$ cat config.mk
export PLATFORM = sky130hd
export DESIGN_NAME = branch_predictor
export DESIGN_NICKNAME = d
export VERILOG_FILES = /design/src/rtl/fcpu_pkg.sv /design/src/rtl/branch_predictor.sv
export SDC_FILE = /design/constraint.sdc
export NUM_CORES = 1
export LEC_CHECK = 0
export CORE_MARGIN = 1
export CORE_UTILIZATION = 51
export DETAILED_ROUTE_END_ITERATION = 8
export PLACE_DENSITY = 0.66
export SYNTH_ARGS = -nofsm -noshare
export SYNTH_HDL_FRONTEND = slang
export SYNTH_SLANG_ARGS = --single-unit
$ cat constraint.sdc
create_clock -name clk -period 5.3 [get_ports clk]
set_input_delay 1.06 -clock clk [delete_from_list [all_inputs] [get_ports clk]]
set_output_delay 1.06 -clock clk [all_outputs]
set_load 0.01 [all_outputs]
$ cat src/rtl/fcpu_pkg.sv
// Shared core types: code-RAM address width and branch-predictor counter helpers.
package fcpu_pkg;

  localparam int CRAM_ADDR_W = 16;

  typedef logic [1:0] bp_ctr_t;

  localparam bp_ctr_t BP_CTR_INIT = 2'b01;

  function automatic bp_ctr_t bp_sat_update(bp_ctr_t c, logic taken);
    bp_ctr_t r;
    r = c;
    if (taken) begin
      if (c != 2'b11) r = c + 2'b01;
    end else begin
      if (c != 2'b00) r = c - 2'b01;
    end
    return r;
  endfunction

endpackage

$ cat src/rtl/branch_predictor.sv
// Gshare direction predictor: zero-latency lookup from a flop table of 2-bit counters,
// trained by resolved branches; speculative GHR is restored from the branch snapshot on mispredict.
module branch_predictor
  import fcpu_pkg::*;
#(
  parameter int IDX_W = 6,
  parameter int GHR_W = 4
) (
  input  logic                   clk,
  input  logic                   nrst,
  input  logic                   ce,
  input  logic                   lookup_valid,
  input  logic                   lookup_is_branch,
  input  logic [CRAM_ADDR_W-1:0] lookup_pc,
  output logic                   take_flag,
  output logic [GHR_W-1:0]       o_lookup_ghr,
  input  logic                   resolve_valid,
  input  logic [CRAM_ADDR_W-1:0] resolve_pc,
  input  logic [GHR_W-1:0]       resolve_ghr,
  input  logic                   resolve_taken,
  input  logic                   resolve_mispred
);

  localparam int DEPTH = 1 << IDX_W;

  bp_ctr_t          ctr_q [DEPTH];
  bp_ctr_t          ctr_d [DEPTH];
  logic [GHR_W-1:0] ghr_q;
  logic [GHR_W-1:0] ghr_d;

  logic [IDX_W-1:0] lookup_idx;
  logic [IDX_W-1:0] upd_idx;
  logic             pred;

  // PC bits [1:0] are dropped: fetch is word-aligned.
  function automatic logic [IDX_W-1:0] bp_idx(input logic [CRAM_ADDR_W-1:0] pc,
                                               input logic [GHR_W-1:0]       g);
    return pc[IDX_W+1:2] ^ IDX_W'(g);
  endfunction

  assign lookup_idx   = bp_idx(lookup_pc, ghr_q);
  assign upd_idx      = bp_idx(resolve_pc, resolve_ghr);
  assign pred         = ctr_q[lookup_idx][1];
  assign take_flag    = nrst & pred;
  assign o_lookup_ghr = nrst ? ghr_q : '0;

  always_comb begin
    ctr_d = ctr_q;
    if (resolve_valid) begin
      ctr_d[upd_idx] = bp_sat_update(ctr_q[upd_idx], resolve_taken);
    end
  end

  // Restore wins over the speculative shift and ignores ce (halted core still retires).
  always_comb begin
    ghr_d = ghr_q;
    if (resolve_valid && resolve_mispred) begin
      ghr_d = {resolve_ghr[GHR_W-2:0], resolve_taken};
    end else if (ce && lookup_valid && lookup_is_branch) begin
      ghr_d = {ghr_q[GHR_W-2:0], pred};
    end
  end

  always_ff @(posedge clk) begin
    if (!nrst) begin
      for (int i = 0; i < DEPTH; i++) begin
        ctr_q[i] <= BP_CTR_INIT;
      end
      ghr_q <= '0;
    end else begin
      ctr_q <= ctr_d;
      ghr_q <= ghr_d;
    end
  end

endmodule

* Yosys cells after proc, flatten, opt, wreduce, memory -nomap -nowiden
Cells that the tools add are included.
** Cells by class
- Add/subtract/negate cells :: 2
- Order comparisons :: 3
- Equality and inequality tests :: 1
- Multiplexer cells :: 16
- Bitwise gates (word level) :: 5
- Reductions and logical operators :: 6
** Operators with widths (number)
- 128-bit bitwise mux :: 1
- 2-bit binary-select mux with 6-bit select :: 2
- 2-bit 2-to-1 mux :: 9
- 7-bit >= comparator (second input constant) :: 2
- 6-bit NOT with 7-bit output :: 2
- 2-bit demux with 6-bit select :: 1
- 4-bit 2-to-1 mux :: 3
- 6-bit by 4-bit XOR with 6-bit output :: 2
- 7-bit by 1-bit less-than comparator with 1-bit output (second input constant) :: 1
- 1-bit logical AND :: 4
- 2-bit nonzero test :: 2
- 2-bit by 1-bit adder with 2-bit output (second input constant) :: 1
- 2-bit != test (second input constant) :: 1
- 2-bit by 1-bit subtractor with 2-bit output (second input constant) :: 1
- 1-bit AND :: 1
** Word-level totals
- Register bits :: 132
- Input port bits :: 44
- Output and inout bits :: 5
- Logic and storage cells :: 98

* Logic depth before layout (Yosys ltp)
- Word-level depth :: 10
- Mapped depth :: 12
- Mapped depth without buffers :: 8

* Least setup slack after synthesis
No wires, ideal clock.
- Path kind :: input to output
- From :: input port lookup_pc[2]
- To :: output port take_flag
- Arrival :: 3.560 ns
- Data required time :: 4.240 ns
- Path slack :: 0.680 ns
- Cell stages on the path :: 7
- Buffers on the path :: 1
- Path through :: xnor2_1 -> buf_2 -> mux4_2 -> mux4_2 -> a211oi_1 -> a21oi_1 -> and2_1
** On the way
- Longest elaborated chain between the ends :: 6
** Ends and longest elaborated chain
- start: declaration :: RTL line branch_predictor.sv:14 : input logic [CRAM_ADDR_W-1:0] lookup_pc,
- 6-bit by 4-bit XOR with 6-bit output :: RTL line branch_predictor.sv:38 : return pc[IDX_W+1:2] ^ IDX_W'(g);
- 6-bit NOT with 7-bit output (implied by the code) :: RTL line branch_predictor.sv:43 : assign pred = ctr_q[lookup_idx][1];
- 2-bit binary-select mux with 6-bit select :: RTL line branch_predictor.sv:43
- 2-bit 2-to-1 mux (implied by the code) (2 in a row) :: RTL line branch_predictor.sv:43
- 1-bit AND :: RTL line branch_predictor.sv:44 : assign take_flag = nrst & pred;
- end: declaration :: RTL line branch_predictor.sv:15 : output logic take_flag,
No other way between the ends. The select of a mux whose other input is x is not followed.

* Worst setup path in the final report
Same ends and word-level chain as after synthesis.

==> impl_results.md <==
* ANT cells at 0
* Max Transition Viols Final at 0
* Leakage at approximately 3.2 nW
* Drt pass-1 iters at 5
* Die ar. at around 15000 µm²
* Type of the most critical hold path: reg -> reg
* Area leader, netlist: dfxtp_1
* Clock root cell: clkbuf_16
* Initial antenna violation count at 0
* Crit-path slowest cell: mux4_2
* First-pass GRT wire length at 37680 µm
* Clk slew on worst S/H paths at 0.06 ns
* Nets@finish at a little over 900
* # IOs at 49
* Synthesized area per cell at around 8.5 µm²
* Post-DP HPWL at roughly 15000 µm
* Die Wd at between 100 and 150 µm
* Max Cap Viol at 0
* Detailed-route DRC error count at 0
* Number of distinct library cells after synthesis at 54
* Fraction of layout cells with a size suffix above 1 at approximately 15%
* Total power at approximately 2.7 mW
* Final ANT Viol Nets at 0
* Most used DFF post-synth: dfxtp_1
* FMAX at slightly below 200 MHz
* Yosys reg bits at 132
* Required @ worst endpoint at approximately 4.2 ns
* Crit path max fanout at 10
* Worst-Margin Slew at roughly 1.1 ns
* Syn Nets at 923
* Initial Util at a little over half
* Warnings, synthesis at 0
* Pwr dens at approximately 310 nW/µm²
* Final TNS setup at 0 ns
* Area delta synth->final at 16.02%
* Critical-path cell list: clkdlybuf4s50_1, xnor2_2, buf_12, mux4_2, mux4_2, nor2b_1, a211oi_1, a21oi_1, and2_1, clkdlybuf4s50_1
* Mux cell area share after synthesis at between 10% and 20%
* Worst setup EP type: output pin
* Mapped Area at between 7000 and 8000 µm²
* GRT Total Usage at 33.02%
* DR vias/cell at between 6 and 7
* CTS sink count at approximately 130
* Final Cycle Share at between 90 and 100%
* Status: complete, no violations
* Final Hold Viols at 0
* Largest stage delay, worst path at slightly above 0.5 ns
* Min Clock Period, post-route at 5.170 ns
* Overflow after GRT at 0
* FP Rows at 43
* Startpoint Class: input pin
* Commonest cells post-synth: nand2_1 (163), dfxtp_1 (132), nor2_1 (79), nand3_1 (72), a32oi_1 (65)
* Synth top area share at 35.18%
* EDFF count, synth at 0
* Finished Cell Area at between 8000 and 9000 µm²
* Post-CTS setup buffers at 0
* Sequential share of the synthesized area at 35.18%
* Synth top area cells: dfxtp_1 (35%), mux4_2 (9.3%), nand2_1 (8.1%), a32oi_1 (7.6%), o311ai_1 (7.5%)
* CTS buffer count at 17
* Cells after Synth at 879
* Setup CP Type: in -> out
* Arrival time at the worst endpoint at 4.11 ns
* Largest family of logic cells by synthesized area: compound AO/OA/AOI/OAI gates
* Clock tree buffer depth at 2
* Simple-gate share of the synthesized area at between 10% and 20%
* VDD IR max at 0.2318 mV
* FF-to-FF setup slack at around 2.5 ns
* RSZ-0062 raised after global routing: no
* Largest net degree at the start of global routing at between 100 and 150
* RePlAce Congestion at between 0.8 and 0.9
* Total wire length at ~24000 µm
* Slew HR at between 20% and 30%
* Number of global-route vias before repair at 6977
* Port buffer count at 28
* Ys async rst share at 0%
* Cell Area, Placed at 8120 µm²
* Clock latency on the worst-skew pair at 0.42 ns
* Compound-Gate Fraction of Synth Area at about a quarter
* Iter 0 DRT Violations at about 870
* Final Setup Violations at 0
* XOR/XNOR Fraction of Synth Area at around 1.6%
* Die height at about 120 µm
* TritonCTS clock tree: done
* WL per Instance at approximately 22 µm
* Vias post-DR at between 7k and 8k
* Worst Skew at ~0.0097 ns
* Synth Area in Adders at 0%
* Htree depth at 4
* Most frequent cell after synthesis: nand2_1
* Core area at 14150 µm²
layout make-up:
cell class,count,area [µm²]
Fill cell,1155,5434
Timing Repair Buffer,72,674.4
Clock inverter,12,131.4
Tap cell,180,225.2
Inverter,1,3.754
Multi-Input combinational cell,660,4586
Clock buffer,19,452.9
Sequential cell,132,2643
layer usage:
metal | up-vias | GRT usage (%) | part of all wire [%]
met5 | - | 0 | 0
met2 | 438 | 51.92 | 47
li1 | 3392 | - | -
met1 | 3587 | 43.06 | 40
met3 | 66 | 7.841 | 10
met4 | 0 | 14.61 | 3.2
registers in the layout, summed over array words and instances (netlist names):
name   flops
ctr_q    128
ghr_q      4
final timing paths:
kind / start / to / depth (start not counted)
worst max-delay path: lookup_pc[2] / take_flag / 10
worst min-delay path: ctr_q[112] / ctr_q[112] / 2
worst max register to register: ctr_q[65] / ctr_q[49] / 8
worst min register to register: ctr_q[112] / ctr_q[112] / 2
cell families after synthesis:
family	after synthesis
AND/OR/NAND/NOR	344
AO/OA/AOI/OAI	248
flip-flops	132
buffers and inverters	87
multiplexers	56
XOR/XNOR	12
cell usage in the layout, fill, tap and decap left out, types with 17 or more instances in the layout:
cell type,count
nand3_1,72
o311ai_1,64
nand2_1,162
buf_4,39
o21ai_1,64
nor2_1,79
a32oi_1,65
clkbuf_16,17
mux4_2,31
dfxtp_1,132
clkdlybuf4s50_1,27
power by group:
group          leakage, nW  internal [mW]  switching (mW)
Combinational         1.84          0.157           0.348
Sequential            1.07           1.00         0.00833
Clock                0.277          0.714           0.453
worst max-delay path: cells and delay by family:
family	cells	cell delay [ns]
AND/OR/NAND/NOR	2	0.32
buffers and inverters	3	1.12
AO/OA/AOI/OAI	2	0.31
XOR/XNOR	1	0.27
multiplexers	2	1.02
through the flow:
stage / hold WS (ns) / std cells / setup WS (ns) / util [%]
after global placement: 0.4515 / 1045 / 0.05736 / 57.39
final: 0.4756 / 1076 / 0.1296 / 61.60
after global routing: 0.4964 / 1076 / 0.03111 / 61.60
after floorplan: 0.4388 / 879 / 0.6800 / -
after CTS: 0.4788 / 1076 / 0.02081 / 61.52
after detailed placement: 0.4625 / 1045 / 0.03806 / 57.39
what timing repair did:
action                     CTS  global route
setup endpoints to repair    0             1
resized for setup            0             1
hold buffers                 0             0
Note: power is estimated with default switching activity, not from simulation.
